<file path="config.mk">
export PLATFORM = sky130hd
export DESIGN_NAME = pcs_rx_decode_flat
export DESIGN_NICKNAME = d
export VERILOG_FILES = /design/src/rtl/pcs_rx_decode_pkg.sv /design/src/rtl/pcs_rx_decode_if.sv /design/src/rtl/pcs_rx_decode_decode_8b10b.sv /design/src/rtl/pcs_rx_decode.sv /design/src/flat_wrapper.sv
export SDC_FILE = /design/constraint.sdc
export NUM_CORES = 1
export LEC_CHECK = 0
export BUFFER_PORTS_ARGS = -buffer_cell sky130_fd_sc_hd__buf_2
export CAP_MARGIN = 20
export CELL_PAD_IN_SITES_DETAIL_PLACEMENT = 2
export CELL_PAD_IN_SITES_GLOBAL_PLACEMENT = 2
export CORE_MARGIN = 1
export CORE_UTILIZATION = 33
export CTS_CLUSTER_DIAMETER = 200
export DETAILED_ROUTE_END_ITERATION = 10
export GPL_ROUTABILITY_DRIVEN = 0
export PLACE_DENSITY_LB_ADDON = 0.1
export RECOVER_POWER = 25
export SLEW_MARGIN = 20
export SYNTH_ARGS = -nofsm -noshare
export SYNTH_HDL_FRONTEND = slang
export SYNTH_SLANG_ARGS = --single-unit
</file>
<file path="constraint.sdc">
create_clock -name GTX_CLK -period 1.7 [get_ports GTX_CLK]
set_clock_uncertainty 0.1 [all_clocks]
set_input_delay 0.425 -clock GTX_CLK [delete_from_list [all_inputs] [get_ports GTX_CLK]]
set_output_delay 0.425 -clock GTX_CLK [all_outputs]
set_load 0.05 [all_outputs]
</file>
<file path="src/rtl/pcs_rx_decode_pkg.sv">
// Shared 8b/10b code-group (_dec) and octet (_oct) definitions plus FSM state types
// for the PCS receive decoder.
package pcs_rx_decode_pkg;

    typedef logic [9:0] code_group_t;
    typedef logic [7:0] octet_t;

    typedef enum logic [1:0] {
        LOSS_OF_SYNC,
        ACQUIRE,
        SYNC_ACQUIRED
    } sync_state_t;

    typedef enum logic [2:0] {
        WAIT_FOR_K,
        RX_K,
        IDLE_D,
        RECEIVE,
        EPD_T,
        RX_ERR
    } rx_state_t;

    // Code-groups as abcdeifghj, bit 9 = a; rdn/rdp = column for negative/positive running disparity
    localparam code_group_t k28_5_rdn_dec = 10'h0FA;
    localparam code_group_t k28_5_rdp_dec = 10'h305;
    localparam code_group_t k27_7_rdn_dec = 10'h368;
    localparam code_group_t k27_7_rdp_dec = 10'h097;
    localparam code_group_t k29_7_rdn_dec = 10'h2E8;
    localparam code_group_t k29_7_rdp_dec = 10'h117;
    localparam code_group_t k23_7_rdn_dec = 10'h3A8;
    localparam code_group_t k23_7_rdp_dec = 10'h057;
    localparam code_group_t k30_7_rdn_dec = 10'h1E8;
    localparam code_group_t k30_7_rdp_dec = 10'h217;
    localparam code_group_t d00_0_rdn_dec = 10'h274;
    localparam code_group_t d00_0_rdp_dec = 10'h18B;
    localparam code_group_t d01_0_rdn_dec = 10'h1D4;
    localparam code_group_t d01_0_rdp_dec = 10'h22B;
    localparam code_group_t d02_0_rdn_dec = 10'h2D4;
    localparam code_group_t d02_0_rdp_dec = 10'h12B;
    localparam code_group_t d03_0_rdn_dec = 10'h31B;
    localparam code_group_t d03_0_rdp_dec = 10'h314;
    localparam code_group_t d02_2_rdn_dec = 10'h2D5;
    localparam code_group_t d02_2_rdp_dec = 10'h125;
    localparam code_group_t d16_2_rdn_dec = 10'h1B5;
    localparam code_group_t d16_2_rdp_dec = 10'h245;
    localparam code_group_t d26_4_rdn_dec = 10'h16D;
    localparam code_group_t d26_4_rdp_dec = 10'h162;
    localparam code_group_t d06_5_dec     = 10'h19A;
    localparam code_group_t d21_5_dec     = 10'h2AA;
    localparam code_group_t d05_6_dec     = 10'h296;

    localparam octet_t k28_5_oct    = 8'hBC;
    localparam octet_t k27_7_oct    = 8'hFB;
    localparam octet_t k29_7_oct    = 8'hFD;
    localparam octet_t k23_7_oct    = 8'hF7;
    localparam octet_t k30_7_oct    = 8'hFE;
    localparam octet_t d00_0_oct    = 8'h00;
    localparam octet_t d01_0_oct    = 8'h01;
    localparam octet_t d02_0_oct    = 8'h02;
    localparam octet_t d03_0_oct    = 8'h03;
    localparam octet_t d02_2_oct    = 8'h42;
    localparam octet_t d16_2_oct    = 8'h50;
    localparam octet_t d26_4_oct    = 8'h9A;
    localparam octet_t d06_5_oct    = 8'hA6;
    localparam octet_t d21_5_oct    = 8'hB5;
    localparam octet_t d05_6_oct    = 8'hC5;
    localparam octet_t preamble_oct = 8'h55;

endpackage

</file>
<file path="src/rtl/pcs_rx_decode_if.sv">
// Code-group input and GMII-side receive outputs of the PCS receive decoder.
interface pcs_rx_decode_if;
    import pcs_rx_decode_pkg::*;

    code_group_t rx_code_group;
    octet_t      RXD;
    logic        RX_DV;
    logic        RX_ER;
    logic        receiving;
    logic        sync_status;
    logic        rx_even;

    modport master (
        output rx_code_group,
        input  RXD, RX_DV, RX_ER, receiving, sync_status, rx_even
    );

    modport slave (
        input  rx_code_group,
        output RXD, RX_DV, RX_ER, receiving, sync_status, rx_even
    );

endinterface

</file>
<file path="src/rtl/pcs_rx_decode_decode_8b10b.sv">
// Combinational 8b/10b classifier: a group is valid only if it is in the table
// and belongs to the column selected by the current running disparity.
module decode_8b10b
    import pcs_rx_decode_pkg::*;
(
    input  code_group_t code_group,
    input  logic        rd_pos,
    output octet_t      octet,
    output logic        is_k,
    output logic        valid,
    output logic        disp_flip
);

    logic in_table;
    logic neg_col;
    logic both_cols;

    always_comb begin
        octet     = 8'h00;
        is_k      = 1'b0;
        in_table  = 1'b1;
        neg_col   = 1'b0;
        both_cols = 1'b0;
        case (code_group)
            k28_5_rdn_dec, k28_5_rdp_dec: begin octet = k28_5_oct; is_k = 1'b1; neg_col = (code_group == k28_5_rdn_dec); end
            k27_7_rdn_dec, k27_7_rdp_dec: begin octet = k27_7_oct; is_k = 1'b1; neg_col = (code_group == k27_7_rdn_dec); end
            k29_7_rdn_dec, k29_7_rdp_dec: begin octet = k29_7_oct; is_k = 1'b1; neg_col = (code_group == k29_7_rdn_dec); end
            k23_7_rdn_dec, k23_7_rdp_dec: begin octet = k23_7_oct; is_k = 1'b1; neg_col = (code_group == k23_7_rdn_dec); end
            k30_7_rdn_dec, k30_7_rdp_dec: begin octet = k30_7_oct; is_k = 1'b1; neg_col = (code_group == k30_7_rdn_dec); end
            d00_0_rdn_dec, d00_0_rdp_dec: begin octet = d00_0_oct; neg_col = (code_group == d00_0_rdn_dec); end
            d01_0_rdn_dec, d01_0_rdp_dec: begin octet = d01_0_oct; neg_col = (code_group == d01_0_rdn_dec); end
            d02_0_rdn_dec, d02_0_rdp_dec: begin octet = d02_0_oct; neg_col = (code_group == d02_0_rdn_dec); end
            d03_0_rdn_dec, d03_0_rdp_dec: begin octet = d03_0_oct; neg_col = (code_group == d03_0_rdn_dec); end
            d02_2_rdn_dec, d02_2_rdp_dec: begin octet = d02_2_oct; neg_col = (code_group == d02_2_rdn_dec); end
            d16_2_rdn_dec, d16_2_rdp_dec: begin octet = d16_2_oct; neg_col = (code_group == d16_2_rdn_dec); end
            d26_4_rdn_dec, d26_4_rdp_dec: begin octet = d26_4_oct; neg_col = (code_group == d26_4_rdn_dec); end
            d06_5_dec:                    begin octet = d06_5_oct; both_cols = 1'b1; end
            d21_5_dec:                    begin octet = d21_5_oct; both_cols = 1'b1; end
            d05_6_dec:                    begin octet = d05_6_oct; both_cols = 1'b1; end
            default:                      in_table = 1'b0;
        endcase
    end

    assign valid     = in_table && (both_cols || (rd_pos ? !neg_col : neg_col));
    // Unbalanced groups (6 or 4 ones) are exactly the ones that flip running disparity
    assign disp_flip = ($countones(code_group) != 5);

endmodule

</file>
<file path="src/rtl/pcs_rx_decode.sv">
// PCS receive decoder: code-group sync, running disparity and GMII receive framing.
// state         | meaning
// LOSS_OF_SYNC  | no alignment, waiting for any /K28.5/
// ACQUIRE       | counting even-aligned /K28.5/ toward SYNC_COMMAS
// SYNC_ACQUIRED | aligned; counting consecutive invalid groups
// WAIT_FOR_K    | waiting for an even-aligned /K28.5/
// RX_K          | got /K28.5/, expecting /D16.2/
// IDLE_D        | inside idle ordered sets, /S/ opens a frame
// RECEIVE       | frame data
// EPD_T         | got /T/, expecting /R/
// RX_ERR        | error propagation until next /K28.5/
module pcs_rx_decode
    import pcs_rx_decode_pkg::*;
#(
    parameter int SYNC_COMMAS  = 3,
    parameter int LOSS_INVALID = 4
)(
    input  logic                  GTX_CLK,
    input  logic                  mr_main_reset,
    pcs_rx_decode_if.slave        gmii
);

    localparam int AW = $clog2(SYNC_COMMAS + 1);
    localparam int IW = $clog2(LOSS_INVALID + 1);

    sync_state_t   sync_q, sync_next;
    rx_state_t     rx_q, rx_next;
    logic [AW-1:0] acq_cnt, acq_next, acq_inc;
    logic [IW-1:0] inv_cnt, inv_next, inv_inc;
    logic          rx_disparity, rd_next;
    logic          rx_even_q, rx_even_next;
    octet_t        rxd_q, rxd_next;
    logic          dv_q, dv_next, er_q, er_next, rcv_q, rcv_next;

    octet_t        dec_octet;
    logic          dec_is_k, dec_valid, dec_flip;
    logic          comma, even_slot, is_s, is_t, is_r, is_data, is_d162;
    logic          sync_drop, in_frame;

    decode_8b10b u_decode (
        .code_group (gmii.rx_code_group),
        .rd_pos     (rx_disparity),
        .octet      (dec_octet),
        .is_k       (dec_is_k),
        .valid      (dec_valid),
        .disp_flip  (dec_flip)
    );

    // Commas are recognised in either column so alignment and disparity can be regained
    assign comma     = (gmii.rx_code_group == k28_5_rdn_dec) || (gmii.rx_code_group == k28_5_rdp_dec);
    assign even_slot = !rx_even_q;
    assign is_s      = dec_valid && dec_is_k && (dec_octet == k27_7_oct);
    assign is_t      = dec_valid && dec_is_k && (dec_octet == k29_7_oct);
    assign is_r      = dec_valid && dec_is_k && (dec_octet == k23_7_oct);
    assign is_data   = dec_valid && !dec_is_k;
    assign is_d162   = is_data && (dec_octet == d16_2_oct);
    assign acq_inc   = acq_cnt + 1'b1;
    assign inv_inc   = inv_cnt + 1'b1;

    always_comb begin
        rx_even_next = comma ? 1'b1 : !rx_even_q;
        if (comma)
            rd_next = (gmii.rx_code_group == k28_5_rdn_dec);
        else if (dec_valid)
            rd_next = rx_disparity ^ dec_flip;
        else
            rd_next = rx_disparity;
    end

    always_comb begin
        sync_next = sync_q;
        acq_next  = acq_cnt;
        inv_next  = inv_cnt;
        case (sync_q)
            LOSS_OF_SYNC: begin
                if (comma) begin
                    sync_next = ACQUIRE;
                    acq_next  = AW'(1);
                end
            end
            ACQUIRE: begin
                if (comma && even_slot) begin
                    if (acq_inc == AW'(SYNC_COMMAS)) begin
                        sync_next = SYNC_ACQUIRED;
                        acq_next  = '0;
                        inv_next  = '0;
                    end else begin
                        acq_next  = acq_inc;
                    end
                end else if (comma || !dec_valid) begin
                    sync_next = LOSS_OF_SYNC;
                    acq_next  = '0;
                end
            end
            SYNC_ACQUIRED: begin
                if (!dec_valid) begin
                    if (inv_inc == IW'(LOSS_INVALID)) begin
                        sync_next = LOSS_OF_SYNC;
                        inv_next  = '0;
                        acq_next  = '0;
                    end else begin
                        inv_next  = inv_inc;
                    end
                end else begin
                    inv_next = '0;
                end
            end
            default: begin
                sync_next = LOSS_OF_SYNC;
                acq_next  = '0;
                inv_next  = '0;
            end
        endcase
    end

    assign sync_drop = (sync_q == SYNC_ACQUIRED) && (sync_next != SYNC_ACQUIRED);
    assign in_frame  = (rx_q == RECEIVE) || (rx_q == EPD_T) || (rx_q == RX_ERR);

    always_comb begin
        rx_next  = rx_q;
        rxd_next = 8'h00;
        dv_next  = 1'b0;
        er_next  = 1'b0;
        rcv_next = 1'b0;
        if (sync_q != SYNC_ACQUIRED) begin
            rx_next = WAIT_FOR_K;
        end else if (sync_drop) begin
            rx_next = WAIT_FOR_K;
            er_next = in_frame;
        end else begin
            case (rx_q)
                WAIT_FOR_K: if (comma && even_slot) rx_next = RX_K;
                RX_K:       rx_next = is_d162 ? IDLE_D : WAIT_FOR_K;
                IDLE_D: begin
                    if (comma) begin
                        rx_next = RX_K;
                    end else if (is_s) begin
                        rx_next  = RECEIVE;
                        rxd_next = preamble_oct;
                        dv_next  = 1'b1;
                        rcv_next = 1'b1;
                    end else begin
                        rx_next = WAIT_FOR_K;
                    end
                end
                RECEIVE: begin
                    rcv_next = 1'b1;
                    if (is_data) begin
                        rxd_next = dec_octet;
                        dv_next  = 1'b1;
                    end else if (is_t) begin
                        rx_next = EPD_T;
                    end else begin
                        rx_next = RX_ERR;
                        dv_next = 1'b1;
                        er_next = 1'b1;
                    end
                end
                EPD_T: begin
                    if (is_r) begin
                        rx_next = WAIT_FOR_K;
                    end else begin
                        rx_next  = RX_ERR;
                        dv_next  = 1'b1;
                        er_next  = 1'b1;
                        rcv_next = 1'b1;
                    end
                end
                RX_ERR: begin
                    if (comma) begin
                        rx_next = RX_K;
                    end else begin
                        dv_next  = 1'b1;
                        er_next  = 1'b1;
                        rcv_next = 1'b1;
                    end
                end
                default: rx_next = WAIT_FOR_K;
            endcase
        end
    end

    always_ff @(posedge GTX_CLK or negedge mr_main_reset) begin
        if (!mr_main_reset) begin
            sync_q       <= LOSS_OF_SYNC;
            rx_q         <= WAIT_FOR_K;
            acq_cnt      <= '0;
            inv_cnt      <= '0;
            rx_disparity <= 1'b0;
            rx_even_q    <= 1'b0;
            rxd_q        <= 8'h00;
            dv_q         <= 1'b0;
            er_q         <= 1'b0;
            rcv_q        <= 1'b0;
        end else begin
            sync_q       <= sync_next;
            rx_q         <= rx_next;
            acq_cnt      <= acq_next;
            inv_cnt      <= inv_next;
            rx_disparity <= rd_next;
            rx_even_q    <= rx_even_next;
            rxd_q        <= rxd_next;
            dv_q         <= dv_next;
            er_q         <= er_next;
            rcv_q        <= rcv_next;
        end
    end

    assign gmii.RXD         = rxd_q;
    assign gmii.RX_DV       = dv_q;
    assign gmii.RX_ER       = er_q;
    assign gmii.receiving   = rcv_q;
    assign gmii.sync_status = (sync_q == SYNC_ACQUIRED);
    assign gmii.rx_even     = rx_even_q;

endmodule
</file>
<file path="src/flat_wrapper.sv">
// flat-port wrapper written by rule: the top's interface ports become plain ports
module pcs_rx_decode_flat import pcs_rx_decode_pkg::*;
#(
    parameter int SYNC_COMMAS  = 3,
    parameter int LOSS_INVALID = 4
)
  (GTX_CLK, mr_main_reset, gmii_rx_code_group, gmii_RXD, gmii_RX_DV, gmii_RX_ER, gmii_receiving, gmii_sync_status, gmii_rx_even);
  pcs_rx_decode_if gmii_i ();
  input  logic GTX_CLK;
  input  logic mr_main_reset;
  input wire logic [$bits(gmii_i.rx_code_group)-1:0] gmii_rx_code_group;
  output wire logic [$bits(gmii_i.RXD)-1:0] gmii_RXD;
  output wire logic [$bits(gmii_i.RX_DV)-1:0] gmii_RX_DV;
  output wire logic [$bits(gmii_i.RX_ER)-1:0] gmii_RX_ER;
  output wire logic [$bits(gmii_i.receiving)-1:0] gmii_receiving;
  output wire logic [$bits(gmii_i.sync_status)-1:0] gmii_sync_status;
  output wire logic [$bits(gmii_i.rx_even)-1:0] gmii_rx_even;
  assign gmii_i.rx_code_group = gmii_rx_code_group;
  assign gmii_RXD = gmii_i.RXD;
  assign gmii_RX_DV = gmii_i.RX_DV;
  assign gmii_RX_ER = gmii_i.RX_ER;
  assign gmii_receiving = gmii_i.receiving;
  assign gmii_sync_status = gmii_i.sync_status;
  assign gmii_rx_even = gmii_i.rx_even;
  pcs_rx_decode #(.SYNC_COMMAS(SYNC_COMMAS), .LOSS_INVALID(LOSS_INVALID)) u_core (.GTX_CLK(GTX_CLK), .mr_main_reset(mr_main_reset), .gmii(gmii_i));
endmodule
</file>
==> impl_metrics.tcl <==
set metrics [dict create \
    crit_chain "buf_2 -> fa_1 -> fa_1 -> inv_1 -> fa_1 -> inv_1 -> ha_2 -> fa_2 -> a2111oi_4 -> a21oi_1 -> o311ai_2 -> mux2_4 -> nand2_1" \
    grt_pass1_wl_mm 18.0 \
    slew_headroom 0.116 \
    htreeDepth 1 \
    ant_nets 0 \
    layout_common_cells "buf_4 (77), dfrtp_1 (23), buf_2 (19)" \
    cts.clk_slew.worst_paths_ps 110 \
    drv_slew 0 \
    criticalPathCategory "in -> reg" \
    cp-end-kind "register" \
    pre_cts_slack_ps -2240 \
    post-route-util 0.560 \
    ys_types 72 \
    status "finished with violations" \
    startpoint_type "input port" \
    antenna_found_initial 0 \
    cts_tree "yes" \
    critPathArrivalTime_ps 3920 \
    viasPerCell 6.23 \
    crit_path_frequent_cell "fa_1" \
    drt-initial-drc-count 137 \
    critPathTopFamily "adder cells" \
    overflow 0 \
    ir_worst_vdd_mv 0.285 \
    synthesis.area_um2 2370 \
    crit_slowest_cell "fa_1" \
    power_density_nw_per_um2 440 \
    synth_edf_count 0 \
    io_buffers 24 \
    ctsHoldBuffers 0 \
    grt.total_usage 0.317 \
    setup_viol 23 \
    ioPinCount 25 \
    syn_nets 308 \
    path_buf_inv 3 \
    rrSetupSlack_ps -400 \
    vias 3021 \
    cts_made_buffers 3 \
    antenna_cells 0 \
    dr.pass1.iters 4 \
    violations "setup timing" \
    cts_root_buffer "clkbuf_8" \
    cp_max_fo 2 \
    yosysWarnings 0 \
    synth_ff_type "dfrtp_1" \
    avgSynthCellArea_um2 8.42 \
    grt_pass1_vias 3167 \
    die-area_um2 7540 \
    syn_to_final_growth_pct 62.0 \
    min_period_over_period 2.22 \
    synth_seq_cells 23 \
    worst_pin_slew_ps 1330 \
    fin_setup_tns_ps -25300 \
    fin_crit_ps 3780 \
    grt_max_degree 24 \
    fp.dieH_um 86.8 \
    layout_commonest_cell "buf_4" \
    drive_gt1_frac 0.491 \
    cpPeakStageDelay_ps 530 \
    postSynthCellCount 282 \
    initial_core_util 0.346 \
    rsz0062_at_grt "true" \
    cp.required_ps 1830 \
    finalHoldViolations 0 \
    finalNetCount 416 \
    max_cap_violations 0 \
    fin_cells 485 \
    clock-sinks 23 \
    r2r_end "u_core.gmii.RX_ER" \
    routedWlPerCell_um 29.9 \
    core_um2 6870 \
    ys_seq_area_frac 0.242 \
    clk_path_buf_depth 2 \
    fin_ws_ps -2080 \
    drc 0 \
    p_leak_nw 1.64 \
    hpwlAfterDp_mm 7.26 \
    fp.dieW_um 86.8 \
    ys_async_sr_fraction 1.00 \
    r2r-start "u_core.inv_cnt[0]" \
    place_inst 466 \
    worstRegToRegCells 8 \
    insertion_delay_ps 300 \
    fmax_ghz 0.264 \
    placementRows 30 \
    min_path_type "in -> async" \
    finalWirelength_mm 14.5 \
]
cell usage after synthesis, types with 6 or more instances:
cell type  number  area (um2)
o211ai_1        6        45.0
nand3b_1        9        67.6
a21oi_1        13        65.1
nand2_1        19        71.3
dfrtp_1        23         576
o21ai_0         9        45.0
a31oi_1         6        37.5
buf_2           9        45.0
ha_1            8         100
inv_1          17        63.8
nor2b_1         8        50.1
nor2_1         19        71.3
nor3_1          7        35.0
o21ai_1        10        50.1
fa_1            6         120
nand3_1        11        55.1
cell type report:
cell class              count  area [um2]
clock buffers               3        41.3
clock inverters             1        5.00
fillers                   695        3020
inverters                  18        80.1
multi-input cells         227        2080
flip-flops and latches     23         576
well taps                  96         120
repair buffers            117         940
cell families after synthesis:
logic type      after synthesis  synth area share
simple gates                127             0.348
compound gates               81             0.239
buf+inv                      33            0.0617
flops                        23             0.242
fa+ha+maj                    14            0.0928
xor+xnor                      3            0.0111
mux                           1           0.00474
per-layer routing:
metal  vias up  GRT usage  share of wire
li1       1284          -              -
met1      1543      0.398           0.40
met2       137      0.568           0.51
met3        57     0.0352          0.046
met4         0     0.0939          0.045
met5         -          0              0
how the worst max path moves through the flow:
stage | start | endpoint | slack [ps] | cells past startpoint
4_1_cts | gmii_rx_code_group[5] | u_core.rx_disparity | -1840 | 13
5_1_grt | gmii_rx_code_group[5] | u_core.rx_disparity | -2130 | 13
3_5_place_dp | gmii_rx_code_group[0] | u_core.rx_disparity | -2240 | 13
3_3_place_gp | gmii_rx_code_group[0] | u_core.rx_disparity | -2070 | 13
2_1_floorplan | gmii_rx_code_group[0] | u_core.rx_disparity | -1890 | 12
6_report | gmii_rx_code_group[5] | u_core.rx_disparity | -2080 | 13
state kept, by name, indices dropped and copies added (netlist names), 2 cells and up:
name,count
u_core.inv_cnt,3
u_core.gmii.RXD,8
u_core.acq_cnt,2
u_core.rx_q,3
u_core.sync_q,2
what timing repair did:
action	in CTS	in global routing
endpoints found under the setup margin	24	23
endpoints found under the hold margin	0	0
setup buffers	7	7
cloned	1	0
pin swaps	33	20
gates resized for setup	73	34
report_power, final:
part / switching (W) / internal (W)
logic: 0.000421 / 0.000297
clock network: 0.000240 / 0.000166
registers: 0.0000136 / 0.000555
per-stage QoR:
| step | total power, W | cell area (um2) | hold slack (ps) |
|---|---|---|---|
| after floorplan | 0.000861 | 2420 | 29.4 |
| after global placement | 0.00103 | 3180 | 337 |
| after detailed placement | 0.00107 | 3180 | 331 |
| after CTS | 0.00153 | 3630 | 26.4 |
| after global routing | 0.00174 | 3850 | 393 |
| final | 0.00169 | 3850 | 295 |
Power figures use the tool's default switching activity.
